### config.mk
export PLATFORM = sky130hd
export DESIGN_NAME = hazard_stall_ctrl
export DESIGN_NICKNAME = d
export VERILOG_FILES = /design/src/rtl/hazard_stall_ctrl.sv
export SDC_FILE = /design/constraint.sdc
export NUM_CORES = 1
export LEC_CHECK = 0
export ABC_AREA = 1
export BUFFER_PORTS_ARGS = -buffer_cell sky130_fd_sc_hd__buf_4
export CAP_MARGIN = 20
export CORE_ASPECT_RATIO = 1.25
export CORE_UTILIZATION = 35
export CTS_CLUSTER_SIZE = 14
export DETAILED_ROUTE_END_ITERATION = 8
export GPL_TIMING_DRIVEN = 0
export SYNTH_ARGS = -nofsm -noshare
export SYNTH_HDL_FRONTEND = slang
export SYNTH_SLANG_ARGS = --single-unit
### constraint.sdc
create_clock -name clk -period 1.5 [get_ports clk]
set_clock_uncertainty 0.2 [all_clocks]
set_input_delay 0.225 -clock clk [delete_from_list [all_inputs] [get_ports clk]]
set_output_delay 0.225 -clock clk [all_outputs]
set_load 0.02 [all_outputs]
### src/rtl/hazard_stall_ctrl.sv
// Hazard/stall sequencer for the five-stage pipeline: load-use stalls, EX branch flushes, data-memory freezes.
// Optional HAZARD_PERF_CNT_EN adds saturating stall-cycle and flush counters.
module hazard_stall_ctrl #(
    parameter int unsigned LOAD_STALL_CYCLES = 1
) (
    input  logic       clk,
    input  logic       reset_n,
    input  logic [4:0] ifid_rs,
    input  logic [4:0] ifid_rt,
    input  logic       ifid_uses_rt,
    input  logic       idex_mem_read,
    input  logic [4:0] idex_rt,
    input  logic       ex_branch_taken,
    input  logic       mem_busy,
    output logic       pc_write,
    output logic       ifid_write,
    output logic       ifid_flush,
    output logic       idex_write,
    output logic       idex_bubble,
    output logic       exmem_write,
    output logic [1:0] state_out
`ifdef HAZARD_PERF_CNT_EN
    ,
    output logic [31:0] perf_stall_cycles,
    output logic [31:0] perf_flush_count
`endif
);

    typedef enum logic [1:0] {
        RUN        = 2'd0,
        LOAD_STALL = 2'd1,
        MEM_WAIT   = 2'd2,
        ILLEGAL    = 2'd3
    } state_t;

    state_t     state, state_nxt;
    state_t     saved, saved_nxt;
    state_t     eff;
    logic [2:0] cnt, cnt_nxt;
    logic       lu;

    always_ff @(posedge clk or negedge reset_n) begin
        if (!reset_n) begin
            state <= RUN;
            saved <= RUN;
            cnt   <= '0;
        end else begin
            state <= state_nxt;
            saved <= saved_nxt;
            cnt   <= cnt_nxt;
        end
    end

    assign lu = idex_mem_read && (idex_rt != 5'd0) &&
                ((idex_rt == ifid_rs) || (ifid_uses_rt && (idex_rt == ifid_rt)));

    always_comb begin
        state_nxt   = state;
        saved_nxt   = saved;
        cnt_nxt     = cnt;
        pc_write    = 1'b1;
        ifid_write  = 1'b1;
        ifid_flush  = 1'b0;
        idex_write  = 1'b1;
        idex_bubble = 1'b0;
        exmem_write = 1'b1;
        // Releasing from MEM_WAIT behaves exactly like the state the freeze interrupted.
        eff = (state == MEM_WAIT) ? saved : state;

        if (mem_busy) begin
            pc_write    = 1'b0;
            ifid_write  = 1'b0;
            idex_write  = 1'b0;
            exmem_write = 1'b0;
            state_nxt   = MEM_WAIT;
            if (state == LOAD_STALL)
                saved_nxt = LOAD_STALL;
            else if (state != MEM_WAIT)
                saved_nxt = RUN;
        end else begin
            case (eff)
                RUN, LOAD_STALL: begin
                    if (ex_branch_taken) begin
                        ifid_flush  = 1'b1;
                        idex_bubble = 1'b1;
                        state_nxt   = RUN;
                        cnt_nxt     = '0;
                    end else if (eff == LOAD_STALL || lu) begin
                        pc_write    = 1'b0;
                        ifid_write  = 1'b0;
                        idex_bubble = 1'b1;
                        if (eff == LOAD_STALL) begin
                            if (cnt <= 3'd1) begin
                                state_nxt = RUN;
                                cnt_nxt   = '0;
                            end else begin
                                state_nxt = LOAD_STALL;
                                cnt_nxt   = cnt - 3'd1;
                            end
                        end else if (LOAD_STALL_CYCLES <= 1) begin
                            state_nxt = RUN;
                        end else begin
                            state_nxt = LOAD_STALL;
                            cnt_nxt   = 3'(LOAD_STALL_CYCLES - 1);
                        end
                    end else begin
                        state_nxt = RUN;
                    end
                end
                default: begin
                    state_nxt = RUN;
                    cnt_nxt   = '0;
                end
            endcase
        end

        if (!reset_n) begin
            pc_write    = 1'b0;
            ifid_write  = 1'b0;
            ifid_flush  = 1'b1;
            idex_write  = 1'b1;
            idex_bubble = 1'b1;
            exmem_write = 1'b0;
        end
    end

    assign state_out = state;

`ifdef HAZARD_PERF_CNT_EN
    always_ff @(posedge clk or negedge reset_n) begin
        if (!reset_n) begin
            perf_stall_cycles <= '0;
            perf_flush_count  <= '0;
        end else begin
            if (!pc_write && (perf_stall_cycles != '1))
                perf_stall_cycles <= perf_stall_cycles + 32'd1;
            if (ifid_flush && (perf_flush_count != '1))
                perf_flush_count <= perf_flush_count + 32'd1;
        end
    end
`endif

endmodule

==> impl_results.md <==
- Die height: between 40 and 50 um
- # port buffers: 28
- Syn Inst Count: 100
- CP Class: register to output pin
- LEAKAGE: ~0.58 nW
- Required @ worst endpoint: between 1 and 1.5 ns
- CTS tree: yes
- Clock buffer count from CTS: 3
- Initial antenna violation count: 0
- CP Cell Sequence: inv_2 -> nor2_2 -> nand2_1 -> nand2_2 -> inv_2 -> nand2_2 -> a21oi_4 -> buf_6 -> buf_6
- Vias in the first global route: around 630
- Worst-path clk slew: 0.05 ns
- H-Tree Level Count: 1
- Slack of the critical path: -0.268 ns
- Post-synthesis sequential area ratio: 25.8%
- Mapped Area: 582 sq um
- Post-Syn Nets: between 100 and 150
- Clock Latency Late Sink: roughly 0.24 ns
- Setup violations, final: 8
- Starting DRT DRC Count: 9
- Worst Path Buf+Inv: 4
- Least-Margin Pin Slew: 0.305 ns
- P&R area growth vs syn: 64.1%
- WL final: 1540 um
- Power, Total: approximately 0.00080 W
- RSZ-0062 raised after global routing: yes
- Maximum root-to-sink buffer count: 2
- Die width: approximately 38 um
- All-Layer GR Usage: between 10% and 20%
- Antenna Cells: 0
- First-pass GRT wire length: roughly 2200 um
- Via/cell ratio: approximately 4.5
- Residual DRC: 0
- GP Congestion: roughly 0.66
- CTS root buffer: clkbuf_4
- Initial Util: a little under two fifths
- Worst EP arrival: 1.34 ns
- Critical Path End Type: output pin
- Sink Count: 6
- Pre-antenna DRT Iters: 4
- Die area: about 0.0018 sq mm
- Max-slew headroom: 79.6%
- CP max stage delay: just over 0.4 ns
- Max-Cap Viols: 0
- Dpl cells: roughly 150
- Hold Crit Class: input port to register
- # IOs: 29
- Core Area: about 0.0016 sq mm
- Nets: around 160
- Average routed wire per standard cell: between 9 and 10 um
- Share of layout cells above drive strength 1: between 30% and 40%
- Final Max Tran Viols: 0
- Final HPWL DP: ~1200 um
- FMAX: 566 MHz
- Largest net degree at the start of global routing: 7
- Slowest cell on crit path: dfrtp_2
- CP delay by family, top: flip-flops
- Register bit count reported by yosys: 6
- Warnings, synthesis: 0
- Violated checks: negative setup slack
- Avg Inst Size Synth: slightly below 6 sq um
- FP Rows: 16
- Status: finished with violations
- Final Hold Vio Count: 0
- DR vias: between 700 and 800
- Crit-path max FO: 3
- Crit path time final: about 1.8 ns
- GRT overflow: 0
- Synth unique cells: 19
- Final period utilization: 118%
- ANT nets after route: 0
- Max IR drop VDD: about 570 uV
- Pwr Density: between 800 and 900 mW/mm^2
- Fin cells: between 150 and 200
- Crit path launch type: register
-- flip-flops by register name (all words and copies together) (netlist names) --
signal / cells
state_out: 2
saved: 1
cnt: 3
-- cells in the mapped netlist --
cell     instances  share of area [%]
nand3_1          2                1.7
inv_1           20                 13
a21oi_1          2                1.7
dfrtp_1          6                 26
mux2i_1          1                1.7
o21ai_0          1               0.86
buf_4            1                1.3
nand2_2          1                1.1
xnor2_1          2                3.0
nand3_2          1                1.7
o22ai_1          2                2.2
nand2_1         40                 26
o21ai_1          3                2.6
nor2_1           8                5.2
inv_2            5                3.2
ha_1             2                4.3
nor2_2           1                1.1
a21oi_4          1                2.8
nand4_1          1                1.1
-- cell type report --
| cell class | count | area, sq um |
|---|---|---|
| Multi-Input combinational cell | 68 | 362 |
| Sequential cell | 6 | 153 |
| Buffer | 1 | 11.3 |
| Clock buffer | 4 | 26.3 |
| Timing Repair Buffer | 36 | 287 |
| Fill cell | 149 | 607 |
| Tap cell | 18 | 22.5 |
| Inverter | 25 | 93.8 |
-- routing by layer --
layer / global-route usage (%) / vias to the layer above / part of all wire [%]
met5: 0 / - / 0
met4: 10.3 / 0 / 0.78
met3: 2.79 / 2 / 4.1
met2: 37.3 / 19 / 56
met1: 15.7 / 319 / 39
li1: - / 375 / -
-- where the power goes --
group          internal (W)  switching [W]
Combinational      0.000201       0.000206
Clock              0.000101      0.0000609
Sequential         0.000203      0.0000284
-- layout by cell type (no fill, tap or decap) --
cell / Yosys / final
nor2_2: 1 / 1
ha_1: 2 / 2
dfrtp_1: 6 / 4
clkbuf_4: 0 / 3
xnor2_1: 2 / 2
nand2_2: 1 / 2
nand3_1: 2 / 2
o22ai_1: 2 / 1
dfrtp_2: 0 / 2
buf_6: 0 / 4
mux2i_1: 1 / 1
dlygate4sd3_1: 0 / 2
o21ai_1: 3 / 3
a21oi_4: 1 / 3
o21ai_0: 1 / 1
nor2_1: 8 / 8
nand2_1: 40 / 39
inv_1: 20 / 19
nand3_2: 1 / 1
nand4_1: 1 / 1
clkbuf_1: 0 / 1
inv_2: 5 / 6
o22ai_2: 0 / 1
buf_4: 1 / 31
-- stage by stage --
| stage | area (sq um) | TNS [ns] | hold slack, ns | util (%) | setup slack, ns |
|---|---|---|---|---|---|
| after floorplan | 602 | -0.114 | -0.271 | - | -0.114 |
| after global placement | 835 | -0.303 | -0.148 | 53.4 | -0.167 |
| after detailed placement | 835 | -0.333 | -0.148 | 53.4 | -0.172 |
| after CTS | 918 | -0.992 | 0.112 | 58.8 | -0.285 |
| after global routing | 955 | -1.78 | 0.142 | 61.1 | -0.366 |
| final | 955 | -1.06 | 0.134 | 61.1 | -0.268 |
-- repair_timing --
item                                    4_1_cts  5_1_grt
gates resized for setup                       4        3
hold buffers                                  2        0
endpoints found under the setup margin        4        8
pin swaps                                     1        6
setup buffers                                 3        5
hold endpoints to repair                      7        0
-- path summary, 6_finish.rpt --
kind,depth (start not counted),end,start,slack [ns]
max,9,pc_write,state_out[1]$_DFF_PN0_,-0.27
min,3,saved[0]$_DFFE_PN0P_,mem_busy,0.13
max reg2reg,8,cnt[0]$_DFFE_PN0P_,state_out[0]$_DFF_PN0_,-0.08
min reg2reg,2,saved[0]$_DFFE_PN0P_,saved[0]$_DFFE_PN0P_,0.33
max in group asynchronous,2,state_out[0]$_DFF_PN0_,reset_n,0.61
min in group asynchronous,2,saved[0]$_DFFE_PN0P_,reset_n,0.24
-- logic make-up (layout without fill, tap and decap cells) --
logic type                 Yosys count  in the layout  synth area share (%)
muxes                                1              1                  1.72
xor gates and xnor gates             2              2                  3.01
buffers and inverters               26             66                  17.4
adders and majority gates            2              2                  4.30
AOI/OAI and AO/OA                    9              9                  10.1
DFF                                  6              6                  25.8
and+or+nand+nor                     54             54                  37.6
-- tightest hold or removal path, stage by stage --
cell and delay [ns]:
buf_4 0.14, inv_1 0.09, o21ai_1 0.08
Note: power is estimated with default switching activity, not from simulation.
